### src/rtl/input_debouncer_if.sv
// Bundles the debouncer's data-side signals: raw input in, clean level out.
// Latency: none (wires only).
// Backpressure: none; level signals, no handshake.
//
// Signals:
//   raw_in  raw asynchronous input (bouncing), driven by master
//   x_out   debounced level, driven by slave
//   busy    candidate level change being qualified, driven by slave
//   rise_p  1-cycle pulse on x_out 0->1 (DEBOUNCE_EDGE_EN builds only)
//   fall_p  1-cycle pulse on x_out 1->0 (DEBOUNCE_EDGE_EN builds only)
// Optional feature macro: DEBOUNCE_EDGE_EN
interface input_debouncer_if;
  logic raw_in;
  logic x_out;
  logic busy;
`ifdef DEBOUNCE_EDGE_EN
  logic rise_p;
  logic fall_p;

  modport master (output raw_in, input x_out, input busy, input rise_p, input fall_p);
  modport slave  (input raw_in, output x_out, output busy, output rise_p, output fall_p);
`else
  modport master (output raw_in, input x_out, input busy);
  modport slave  (input raw_in, output x_out, output busy);
`endif
endinterface

### src/rtl/input_debouncer.sv
// Synchronizes and debounces one raw asynchronous input into a clean level.
// Latency: a clean raw_in step reaches x_out SYNC_STAGES+STABLE_CYCLES edges later.
// Backpressure: none; the output is a level, sampled every cycle.
//
// Ports:
//   clk     system clock, rising edge
//   reset   asynchronous, active-low reset
//   dbi     input_debouncer_if.slave: raw_in in; x_out, busy (and rise_p/fall_p) out
// Optional feature macro: DEBOUNCE_EDGE_EN (adds registered rise_p/fall_p pulses)
module input_debouncer #(
  parameter int   SYNC_STAGES   = 2,
  parameter int   CNT_WIDTH     = 16,
  parameter int   STABLE_CYCLES = 50000,
  parameter logic RESET_LEVEL   = 1'b1
) (
  input  logic             clk,
  input  logic             reset,
  input_debouncer_if.slave dbi
);

  localparam longint CNT_MAX = (longint'(1) << CNT_WIDTH) - 1;

  // Elaboration-time parameter sanity check.
  if (SYNC_STAGES < 2 || STABLE_CYCLES < 2 || longint'(STABLE_CYCLES) > CNT_MAX) begin : g_bad_param
    $error("input_debouncer: illegal parameters SYNC_STAGES=%0d STABLE_CYCLES=%0d CNT_WIDTH=%0d",
           SYNC_STAGES, STABLE_CYCLES, CNT_WIDTH);
  end

  localparam logic [CNT_WIDTH-1:0] CNT_LAST = CNT_WIDTH'(STABLE_CYCLES - 1);
  localparam logic [CNT_WIDTH-1:0] CNT_ONE  = CNT_WIDTH'(1);

  // Encoding chosen so bit 1 is the accepted level and bit 0 flags qualification.
  typedef enum logic [1:0] {
    ST_LO   = 2'b00,
    WAIT_HI = 2'b01,
    ST_HI   = 2'b10,
    WAIT_LO = 2'b11
  } state_t;

  logic [SYNC_STAGES-1:0] sync_q;
  logic                   s;
  state_t                 state_q;
  state_t                 state_nxt;
  logic [CNT_WIDTH-1:0]   cnt_q;
  logic [CNT_WIDTH-1:0]   cnt_nxt;
  logic                   x_q;
  logic                   x_nxt;
  logic                   busy;

  // Synchronizer chain; only the last flop feeds the FSM.
  always_ff @(posedge clk or negedge reset) begin
    if (!reset) begin
      sync_q <= {SYNC_STAGES{RESET_LEVEL}};
    end else begin
      sync_q <= {sync_q[SYNC_STAGES-2:0], dbi.raw_in};
    end
  end

  assign s = sync_q[SYNC_STAGES-1];

  // FSM state register, stability counter and registered level.
  always_ff @(posedge clk or negedge reset) begin
    if (!reset) begin
      if (RESET_LEVEL) begin
        state_q <= ST_HI;
      end else begin
        state_q <= ST_LO;
      end
      cnt_q <= '0;
      x_q   <= RESET_LEVEL;
    end else begin
      state_q <= state_nxt;
      cnt_q   <= cnt_nxt;
      x_q     <= x_nxt;
    end
  end

  // Next-state logic. A sample matching the current level aborts a
  // qualification; the count restarts from 1 on the next opposite sample.
  always_comb begin
    state_nxt = state_q;
    cnt_nxt   = cnt_q;
    case (state_q)
      ST_LO: begin
        if (s) begin
          state_nxt = WAIT_HI;
          cnt_nxt   = CNT_ONE;
        end else begin
          cnt_nxt   = '0;
        end
      end
      WAIT_HI: begin
        if (!s) begin
          state_nxt = ST_LO;
          cnt_nxt   = '0;
        end else if (cnt_q == CNT_LAST) begin
          state_nxt = ST_HI;
          cnt_nxt   = '0;
        end else begin
          cnt_nxt   = cnt_q + CNT_ONE;
        end
      end
      ST_HI: begin
        if (!s) begin
          state_nxt = WAIT_LO;
          cnt_nxt   = CNT_ONE;
        end else begin
          cnt_nxt   = '0;
        end
      end
      WAIT_LO: begin
        if (s) begin
          state_nxt = ST_HI;
          cnt_nxt   = '0;
        end else if (cnt_q == CNT_LAST) begin
          state_nxt = ST_LO;
          cnt_nxt   = '0;
        end else begin
          cnt_nxt   = cnt_q + CNT_ONE;
        end
      end
      default: begin
        state_nxt = state_q;
        cnt_nxt   = '0;
      end
    endcase
  end

  // Output decode: busy from the current state, next x_out from the next
  // state so x_out is registered yet tracks state exactly.
  always_comb begin
    busy  = 1'b0;
    x_nxt = 1'b0;
    case (state_q)
      WAIT_HI, WAIT_LO: busy = 1'b1;
      default:          busy = 1'b0;
    endcase
    case (state_nxt)
      ST_HI, WAIT_LO: x_nxt = 1'b1;
      default:        x_nxt = 1'b0;
    endcase
  end

  assign dbi.x_out = x_q;
  assign dbi.busy  = busy;

`ifdef DEBOUNCE_EDGE_EN
  logic rise_q;
  logic fall_q;

  // Pulses share the edge on which x_out changes; x_q and x_nxt cannot
  // differ in both directions at once, so the two never overlap.
  always_ff @(posedge clk or negedge reset) begin
    if (!reset) begin
      rise_q <= 1'b0;
      fall_q <= 1'b0;
    end else begin
      rise_q <= !x_q &&  x_nxt;
      fall_q <=  x_q && !x_nxt;
    end
  end

  assign dbi.rise_p = rise_q;
  assign dbi.fall_p = fall_q;
`endif

endmodule

### src/flat_wrapper.sv
// flat-port wrapper written by rule: the top's interface ports become plain ports
module input_debouncer_flat 
#(
  parameter int   SYNC_STAGES   = 2,
  parameter int   CNT_WIDTH     = 16,
  parameter int   STABLE_CYCLES = 50000,
  parameter logic RESET_LEVEL   = 1'b1
)
  (clk, reset, dbi_raw_in, dbi_x_out, dbi_busy);
  input_debouncer_if dbi_i ();
  input  logic clk;
  input  logic reset;
  input wire logic [$bits(dbi_i.raw_in)-1:0] dbi_raw_in;
  output wire logic [$bits(dbi_i.x_out)-1:0] dbi_x_out;
  output wire logic [$bits(dbi_i.busy)-1:0] dbi_busy;
  assign dbi_i.raw_in = dbi_raw_in;
  assign dbi_x_out = dbi_i.x_out;
  assign dbi_busy = dbi_i.busy;
  input_debouncer #(.SYNC_STAGES(SYNC_STAGES), .CNT_WIDTH(CNT_WIDTH), .STABLE_CYCLES(STABLE_CYCLES), .RESET_LEVEL(RESET_LEVEL)) u_core (.clk(clk), .reset(reset), .dbi(dbi_i));
endmodule
### config.mk
export PLATFORM = sky130hd
export DESIGN_NAME = input_debouncer_flat
export DESIGN_NICKNAME = d
export VERILOG_FILES = /design/src/rtl/input_debouncer_if.sv /design/src/rtl/input_debouncer.sv /design/src/flat_wrapper.sv
export SDC_FILE = /design/constraint.sdc
export NUM_CORES = 1
export LEC_CHECK = 0
export BUFFER_PORTS_ARGS = -buffer_cell sky130_fd_sc_hd__buf_2
export CAP_MARGIN = 25
export CELL_PAD_IN_SITES_DETAIL_PLACEMENT = 0
export CELL_PAD_IN_SITES_GLOBAL_PLACEMENT = 2
export CORE_ASPECT_RATIO = 1.4
export CORE_MARGIN = 2
export CORE_UTILIZATION = 34
export CTS_CLUSTER_DIAMETER = 60
export DETAILED_ROUTE_END_ITERATION = 7
export GPL_ROUTABILITY_DRIVEN = 0
export PLACE_DENSITY = 0.7
export SYNTH_ARGS = -nofsm -noshare
export SYNTH_HDL_FRONTEND = slang
export SYNTH_SLANG_ARGS = --single-unit
### constraint.sdc
create_clock -name clk -period 2 [get_ports clk]
set_clock_uncertainty 0.2 [all_clocks]
set_input_delay 0 -clock clk [delete_from_list [all_inputs] [get_ports clk]]
set_output_delay 0 -clock clk [all_outputs]
set_load 0.05 [all_outputs]
### Word-level counts from Yosys, hierarchy flattened

Cells that the tools add are included.

* add/subtract/negate cells: 1
* equality and inequality tests: 6
* multiplexer cells: 15
* reduce and logical (&&, ||, !) cells: 3

Operators by type and width (number)
* 16-bit case mux with 4 select lines: 1
* 16-bit two-way mux: 3
* 16-bit by 1-bit adder with 16-bit output (second input constant): 1
* 16-bit == test (second input constant): 1
* 2-bit two-way mux: 6
* 2-bit == test (second input constant): 4
* 2-bit case mux with 4 select lines: 1
* 1-bit two-way mux: 4
* 2-bit OR reduction: 2
* 2-bit by 1-bit == test with 1-bit output (second input constant): 1
* 2-bit logical NOT: 1

* flip-flop bits (word level): 21
* input bits: 3
* output and inout port bits: 2
* word-level logic and storage cells: 29

### Depth between registers and ports, before layout

Gate-level depths: netlist (run 1).

* word-level depth: 7
* gate-level depth with buffers: 7
* gate-level depth less buffers: 5

### Worst setup path after synthesis (run 1)

No wires, ideal clock.

* path kind: register to register
* from: register u_core.cnt_q[5]
* to: register u_core.cnt_q[11]
* setup time: 119 ps
* arrival: 1613 ps
* data required time: 1681 ps
* setup slack: 69 ps
* cell stages (with the launch flop): 7
* path buffers: 2
* clock period less this slack: 1931 ps
* path through: dfrtp_1 -> or4_1 -> nor4_2 -> or2_2 -> buf_4 -> buf_6 -> nor2_1

* word-level cells in the longest chain between the ends: 4
* elaborated cells between the ends (all ways): 6
* those cells by class: add/sub (1); eq/ne (1); mux (4)

RTL lines
* from (decl): line input_debouncer.sv:44 `logic [CNT_WIDTH-1:0] cnt_q;`
* from (signal assigned): line input_debouncer.sv:73 `cnt_q <= cnt_nxt;`
* 16-bit by 1-bit adder with 16-bit output / 16-bit == test (equally long branches)
* 16-bit two-way mux (*): line input_debouncer.sv:96, input_debouncer.sv:115
* 16-bit two-way mux (on tied branches): line input_debouncer.sv:112, input_debouncer.sv:93
* 16-bit case mux with 4 select lines (*): line input_debouncer.sv:83 `case (state_q)`
* via u_core.cnt_nxt[11]: line input_debouncer.sv:45 `logic [CNT_WIDTH-1:0] cnt_nxt;`

Mark *: on every way through the listed nets, which the timed path passes. The rest lies on a longest branch.

### Worst setup path after layout (run 1)

* from: register u_core.cnt_q[13]
* to: register u_core.cnt_q[14]

Same word-level chain as after synthesis.

==> reports/metrics.cfg, run 1 <==
[die]
ioPinCount=5
die-width_microns=49.9
coreArea_sq_um=2850
fp-row-count=23
die_area_sq_um=3410
chipHeight_microns=68.3
start_util_pct=35.2

[power]
irDropWorstVdd_v=0.000331
p_leak_nw=0.499
finalPower_uw=765
pwr_density_cell_nw_per_um2=613

[setup_path]
crit_type=reg -> reg
rr_worst_depth=5
rrSetupSlack_ns=0.04
cp-end-kind=flip-flop
path_max_fanout=14
cp.arrival_ns=1.90
r2r-end=u_core.cnt_q[14]
rr_startpoint=u_core.cnt_q[13]
startpoint_type=flip-flop
crit_required_ns=1.95

[logic_synthesis]
synth_nets=100
syn_avg_cell_area_sq_um=10.5
syn_inst=96
synth-seq-cells=21
synthesis.area_sq_um=1000
seq_area_frac_synth_pct=52.9
synth_edf_count=0
ys_types=29
async_flop_share_pct=100
yosys_warnings=0
synth_top_flop_cell=dfrtp_1

[grt]
grt_pass1_vias=809
antenna_found_initial=0
grt-ovfl-total=0
grt_max_degree=22
grt_pass1_wl_microns=3780
grt_usage_pct=15.3

[sta]
final.period_utilization_pct=97.9
timing.fmax_mhz=511
worstMarginPinSlew_ns=0.482
setup_viol=0
final.setup.tns_ns=0
finalHoldViolations=0
rsz0062_at_grt=true
slew_violations=0
maxSlewHeadroom_pct=67.9
layout_min_cycle_time_ns=1.96
whs_ns=0.0238

[cts]
cts_buffers=3
cts.sinks=21
cts_root_buf=clkbuf_8
h-tree-depth=1
clk_latency_ns=0.26
cts_setup_buffers=0
clk_pin_slew_ns=0.08
clockBufferDepth=2
cts_tree=done

[worst_hold_path]
hold_path.class=in -> async

[routing]
via_count=752
vias_per_cell=4.88
drtIter0Drc=14
drtPass1Iterations=6
wl_microns=2100
wire_per_inst_microns=13.6
drc_errors=0
ant_nets=0

[placed_design]
port_buffers=4
hpwlAfterDp_microns=1540
place_inst=148

[layout]
final_core_util_pct=43.8
antennaDiodeCount=0
instances_no_fill=154
layout-drive-gt1-share_pct=29.9
nets=122
area_growth_pct=24.3

[outcome]
outcome=complete, no violations

[run]
cap_violations=0

[cells in the final DEF (no fill, tap or decap), types with 2 or more instances in the layout]
| master | synthesis | routed |
|---|---|---|
| nor2_1 | 15 | 15 |
| o31ai_1 | 2 | 2 |
| xnor2_1 | 8 | 8 |
| nand3_1 | 5 | 5 |
| or4_1 | 4 | 4 |
| buf_2 | 0 | 4 |
| buf_4 | 1 | 13 |
| dlygate4sd3_1 | 0 | 2 |
| clkbuf_8 | 0 | 3 |
| nor4_1 | 2 | 2 |
| or3_1 | 2 | 2 |
| a21oi_1 | 3 | 3 |
| dfrtp_1 | 17 | 17 |
| dfstp_2 | 4 | 4 |
| inv_1 | 3 | 3 |
| nor3_1 | 2 | 2 |
| nand4_1 | 2 | 2 |
| xor2_1 | 4 | 4 |
| nand2_1 | 8 | 7 |
| mux2_2 | 2 | 2 |
[synth_stat cells, types with 3 or more instances]
library cell	number	area share, %
dfrtp_1	17	42
nor2_1	15	5.6
nand2_1	8	3.0
xnor2_1	8	7.0
nand3_1	5	2.5
dfstp_2	4	10
or4_1	4	3.0
xor2_1	4	3.5
a21oi_1	3	1.5
inv_1	3	1.1
[through the flow]
| stage | area, sq um | setup WS, ns |
|---|---|---|
| after global placement | 1160 | 0.0372 |
| after detailed placement | 1160 | 0.0167 |
| after CTS | 1230 | 0.00225 |
| after floorplan | 1000 | 0.0685 |
| after global routing | 1250 | -0.0332 |
| final | 1250 | 0.0428 |
[timing repair]
action / 4_1_cts / 5_1_grt
resized for setup: 0 / 4
endpoints found under the setup margin: 0 / 18
hold buffers: 2 / 0
hold endpoints to repair: 22 / 0
[registers in the layout, summed over array words and instances (netlist names)]
signal / count
u_core.cnt_q: 16
u_core.state_q: 2
u_core.sync_q: 2
u_core.dbi.x_out: 1
[cells by family (layout without fill, tap and decap cells)]
family	Yosys count	in the layout	synth area share (%)
simple gates	48	48	26.3
flops	21	21	52.9
xor+xnor	12	12	10.5
compound gates	6	6	3.49
buf+inv	6	27	3.37
mux	2	2	2.24
fa+ha+maj	1	1	1.25
[per-layer routing]
layer,GRT usage [%],part of all wire [%],vias up
met5,0,0,-
met4,9.38,2.6,0
met3,1.97,2.1,5
met2,27.0,52,14
met1,17.6,43,364
li1,-,-,369
[how the worst max path moves through the flow]
stage | from | slack [ns] | to
final | u_core.cnt_q[13] | 0.04 | u_core.cnt_q[14]
after global routing | u_core.cnt_q[13] | -0.03 | u_core.cnt_q[14]
after CTS | u_core.cnt_q[11] | 0.002 | u_core.dbi.x_out
after detailed placement | u_core.cnt_q[11] | 0.02 | u_core.state_q[1]
after global placement | u_core.cnt_q[11] | 0.04 | u_core.dbi.x_out
after floorplan | u_core.cnt_q[5] | 0.07 | u_core.cnt_q[11]
[report_power, final]
group	internal, mW	switching, mW
combinational	0.0188	0.0268
clock	0.142	0.141
sequential	0.432	0.00420
total	0.593	0.172
[layout make-up]
| type | instances | area [sq um] |
|---|---|---|
| Clock buffer | 4 | 45.0 |
| Inverter | 3 | 11.3 |
| Fill cell | 276 | 1600 |
| Sequential cell | 21 | 531 |
| Timing Repair Buffer | 20 | 158 |
| Tap cell | 37 | 46.3 |
| Multi-Input combinational cell | 69 | 457 |
[worst max-delay path, cell delays in order, from the launching register on]
cell	delay [ns]
dfrtp_1	0.38
or4bb_4	0.56
nor4_4	0.33
or2_4	0.18
buf_12	0.13
a21oi_1	0.05
(Power assumes the default switching activity.)
==> run 2, diff against run 1 <==
- ABC_AREA: default -> 1
- CORE_UTILIZATION: 34 -> 32
- PLACE_DENSITY: 0.7 -> default
- PLACE_DENSITY_LB_ADDON: default -> 0.1
==> run 2 against run 1 <==
Count of clock-buffer cells in the layout did not move. Worst hold slack improved by 0.0032 ns. Largest cell class unchanged. Maximum frequency rose by 17%. Combinational power fell by 22%. Critical path type unchanged. Utilization fell by 6.4 points. Synthesized area rose by 11%. Register-to-register slack improved by 0.29 ns. Sequential cell count did not move. First-iteration DRC count fell by 7.1%.
==> reports/metrics.cfg, run 2 <==
[outcome]
outcome=complete, no violations

[cts]
clk_pin_slew_ns=0.08
cts_tree=done
clockBufferDepth=2
cts_buffers=3
cts_setup_buffers=0
clk_latency_ns=0.26
h-tree-depth=1
cts.sinks=21
cts_root_buf=clkbuf_8

[grt]
grt_pass1_vias=890
grt_max_degree=22
grt-ovfl-total=0
grt_pass1_wl_microns=4070
grt_usage_pct=14.3
antenna_found_initial=0

[setup_path]
path_max_fanout=7
crit_type=reg -> reg
cp-end-kind=flip-flop
cp.arrival_ns=1.62
rr_startpoint=u_core.cnt_q[0]
startpoint_type=flip-flop
crit_required_ns=1.95
startpoint=u_core.cnt_q[0]

[logic_synthesis]
synth.most_common_cell=nand2_1
seq_area_frac_synth_pct=47.4
synthesis.area_sq_um=1120
yosys_warnings=0
async_flop_share_pct=100
syn_avg_cell_area_sq_um=8.11
ys_top_cells_by_area=dfrtp_1 38%, nand2_1 10%, dfstp_2 9.4%
synthTopCellsByCount=31 x nand2_1, 28 x nor2_1, 17 x dfrtp_1
synth_area_leader_cell=dfrtp_1
synth_top_area_share_pct=38.0
synth-seq-cells=21
synth_nets=142
syn_inst=138
synth_edf_count=0
ys_types=27
synth_top_flop_cell=dfrtp_1

[routing]
vias_per_cell=4.38
ant_nets=0
via_count=819
wire_per_inst_microns=11.8
drtPass1Iterations=4
m1WireLength_microns=991
route.met3.wl_microns=36
drc_errors=0
wl_met2_microns=1150
top_layer=met4
wl_microns=2210
drtIter0Drc=13

[power]
irDropWorstVdd_v=0.000295
p_leak_nw=0.570
pwr_density_cell_nw_per_um2=606

[layout]
area_growth_pct=11.7
regMostFlops=u_core.cnt_q
nets=152
final_cell_mix=31 x nand2_1, 28 x nor2_1, 17 x dfrtp_1, 15 x inv_1
largest_reg_flops=16
final_common_cell=nand2_1
antennaDiodeCount=0
reg_top3=u_core.cnt_q (16), u_core.state_q (2), u_core.sync_q (2)
layout-drive-gt1-share_pct=17.7

[sta]
final.setup.worst_slack_ns=0.332
layout_min_cycle_time_ns=1.67
final.period_utilization_pct=83.4
maxSlewHeadroom_pct=67.7
setup_viol=0
finalHoldViolations=0
final.setup.tns_ns=0
worstMarginPinSlew_ns=0.484
timing.fmax_mhz=600
rsz0062_at_grt=false
slew_violations=0

[die]
coreArea_sq_um=3350
die-width_microns=54.0
ioPinCount=5
chipHeight_microns=74.0
die_area_sq_um=3990
fp-row-count=25
start_util_pct=33.4

[placed_design]
port_buffers=4
post-place-ws_ns=0.298
hpwlAfterDp_microns=1710

[worst_hold_path]
hold_path.class=in -> async

[run]
cap_violations=0

[run 2: cell types whose count changed after synthesis, sizes merged, moves of 3 or more]
cell   previous run  this run
a21oi             3         6
inv               3        17
nand2             8        36
nor2             15        34
nor4              3         0
or3               3         0
or4               4         0
xnor2             8         0
[run 2: metal layers]
metal / vias up / global-route usage [%]
li1: 445 / -
met1: 362 / 17.2
met2: 8 / 24.7
met3: 4 / 1.81
met4: 0 / 6.67
met5: - / 0
[run 2: power by group]
| group | switching [mW] | total [mW] | internal, mW | leakage [nW] |
|---|---|---|---|---|
| clock | 0.144 | 0.287 | 0.142 | 0.0228 |
| combinational | 0.0256 | 0.0358 | 0.0102 | 0.272 |
| sequential | 0.00393 | 0.436 | 0.432 | 0.275 |
| total | 0.174 | 0.758 | 0.584 | 0.570 |
[run 2: critical path, stage by stage (launching register included)]
cell     delay [ns]
dfrtp_1        0.38
ha_1           0.20
nand3_1        0.19
nor2_2         0.27
nand2_1        0.10
nand2_2        0.16
nor2_1         0.07
[run 2: metrics by stage]
stage          power [mW]  instances  utilization (%)  instance area [sq um]  hold WS, ns
2_1_floorplan       0.462        138                -                   1120       -0.496
3_3_place_gp        0.478        181             35.4                   1180       -0.213
3_5_place_dp        0.479        181             35.4                   1180       -0.201
4_1_cts             0.771        187             37.3                   1250       0.0515
5_1_grt             0.793        187             37.3                   1250       0.0750
6_report            0.758        187             37.3                   1250       0.0270
[run 2: layout make-up]
cell class,instances,area [sq um]
clock buffers,4,45.0
fillers,355,2100
inverters,18,70.1
multi-input cells,98,514
flip-flops and latches,21,531
well taps,40,50.0
repair buffers,6,40.0
[run 2: cell families (layout without fill, tap and decap cells)]
| group | after synthesis | in the layout | share of synthesized area (%) |
|---|---|---|---|
| buf+inv | 19 | 28 | 6.60 |
| xor+xnor | 5 | 5 | 3.91 |
| flops | 21 | 21 | 47.4 |
| fa+ha+maj | 1 | 1 | 1.12 |
| compound gates | 10 | 10 | 5.70 |
| simple gates | 82 | 82 | 35.2 |
[run 2: repair_timing]
action,CTS,global route
resized for setup,0,0
endpoints found under the setup margin,0,0
endpoints found under the hold margin,22,0
hold buffers,2,0
[run 2: final timing paths]
kind | to | slack, ns | cells past startpoint
setup reg to reg | u_core.cnt_q[5] | 0.33 | 6
max in group asynchronous | u_core.state_q[1] | 1.22 | 2
hold / removal | u_core.cnt_q[1] | 0.03 | 2
hold reg to reg | u_core.sync_q[1] | 0.16 | 0
setup / recovery | u_core.cnt_q[5] | 0.33 | 6
min in group clk | u_core.sync_q[1] | 0.16 | 0
==> run 3, diff against run 2 <==
- ABC_AREA: 1 -> 0
- CORE_UTILIZATION: 32 -> 38
- clock period: 2 -> 1.65 ns (I/O delays scaled with it)
==> run 3 against run 2 <==
The run now ends with negative setup slack left. Worst setup slack got worse by 0.61 ns. Die area down 23%. Routed wire length fell by 1.7%. Sequential share of layout area is 2.4 points lower. Global-route usage is 3.4 points higher. Critical path depth shrank 2. Cell area grew 6.0%. Clock power fell by 13%. Non-clock buffer count grew 27. Final cell count fell by 11%. Utilization grew 14 points. Largest power group unchanged. Highest routed layer unchanged.
==> reports/metrics.cfg, run 3 (synthesis results as in run 1) <==
[outcome]
outcome=finished with violations
violations=negative setup slack

[sta]
final.setup.worst_slack_ns=-0.276
slew_violations=0
rsz0062_at_grt=true
final.period_utilization_pct=117
timing.fmax_mhz=519
layout_min_cycle_time_ns=1.93
finalHoldViolations=0
worstMarginPinSlew_ns=0.474
maxSlewHeadroom_pct=68.4
setup_viol=18
whs_ns=0.124

[setup_path]
crit_chain=or4bb_1, nor4_4, nand2_2, mux2_2
cp.arrival_ns=1.97
critPathSlowestCell=or4bb_1
cp-end-kind=flip-flop
startpoint_type=flip-flop
path_delay_family=simple AND/OR/NAND/NOR gates
crit_required_ns=1.70
crit_type=reg -> reg
path_max_fanout=4
cp_slowest_stage_delay_ns=0.54
path_buf_inv=0

[layout]
reg_top3=u_core.cnt_q (16), u_core.state_q (2), u_core.sync_q (2)
largest_reg_flops=16
layout-drive-gt1-share_pct=37.7
final_common_cell=buf_4
final_cell_mix=26 x buf_4, 17 x dfrtp_1, 15 x nor2_1, 8 x xnor2_1, 7 x nand2_1
nets=135
area_growth_pct=32.0
antennaDiodeCount=0
regMostFlops=u_core.cnt_q

[routing]
wl_microns=2170
wire_per_inst_microns=13.1
drtIter0Drc=3
vias_per_cell=4.78
ant_nets=0
drc_errors=0
drtPass1Iterations=2
via_count=793

[cts]
clk_latency_ns=0.31
cts_buffers=3
cts_root_buf=clkbuf_4
h-tree-depth=1
cts_tree=done
cts.sinks=21
clk_pin_slew_ns=0.11
clockBufferDepth=2

[die]
die-width_microns=47.4
die_area_sq_um=3070
chipHeight_microns=64.8
ioPinCount=5
fp-row-count=22
start_util_pct=39.2
coreArea_sq_um=2560

[worst_hold_path]
hold_path.class=in -> reg

[grt]
grt_max_degree=22
grt_pass1_vias=911
grt_pass1_wl_microns=3810
grt-ovfl-total=0
grt_usage_pct=17.7
antenna_found_initial=0

[placed_design]
port_buffers=4
hpwlAfterDp_microns=1660
post-place-ws_ns=-0.342

[power]
p_leak_nw=0.549
irDropWorstVdd_v=0.000472
pwr_density_cell_nw_per_um2=632

[run]
cap_violations=0

run 3: report_power, final:
group          internal [mW]  switching [mW]
Clock                 0.0905           0.160
Combinational         0.0261          0.0324
Sequential             0.524         0.00489
Total                  0.640           0.197
run 3: per-layer routing:
| metal | vias to the layer above | share of wire, % | track usage [%] |
|---|---|---|---|
| met4 | 0 | 1.8 | 8.68 |
| li1 | 401 | - | - |
| met3 | 4 | 1.7 | 2.23 |
| met2 | 7 | 54 | 31.3 |
| met5 | - | 0 | 0 |
| met1 | 381 | 43 | 19.3 |
run 3: worst paths after layout:
kind                             startpoint                to  slack (ns)  cells after the start
max                        u_core.cnt_q[13]  u_core.dbi.x_out       -0.28                      4
min                              dbi_raw_in  u_core.sync_q[0]        0.12                      2
max reg2reg                u_core.cnt_q[13]  u_core.dbi.x_out       -0.28                      4
min reg2reg                u_core.sync_q[0]  u_core.sync_q[1]        0.17                      0
max in group asynchronous             reset  u_core.sync_q[1]        0.39                      3
min in group asynchronous             reset   u_core.cnt_q[8]        0.50                      3
run 3: layout make-up:
cell class                      count  area [sq um]
Fill cell                         269          1230
Timing Repair Buffer               33           245
Sequential cell                    21           531
Multi-Input combinational cell     69           465
Tap cell                           36          45.0
Clock inverter                      1          5.00
Inverter                            3          11.3
Clock buffer                        3          22.5
run 3: timing repair:
item | in CTS | in global routing
endpoints found under the hold margin | 22 | 0
setup endpoints to repair | 18 | 18
buffers inserted | 0 | 1
resized for setup | 4 | 1
hold buffers | 3 | 0
pin swaps | 4 | 5
run 3: stage by stage:
step	TNS, ns	power (mW)	instances	util, %	cell area, sq um
2_1_floorplan	-4.29	0.565	96	-	1010
3_3_place_gp	-4.83	0.591	158	48.4	1240
3_5_place_dp	-5.86	0.591	158	48.4	1240
4_1_cts	-5.18	0.844	165	51.3	1310
5_1_grt	-5.62	0.880	166	51.8	1330
6_report	-4.47	0.837	166	51.8	1330
run 3: worst register-to-register path: stages, from the launching register on:
cell and delay (ns):
dfrtp_1 0.40, or4bb_1 0.55, nor4_4 0.32, nand2_2 0.13
mux2_2 0.28
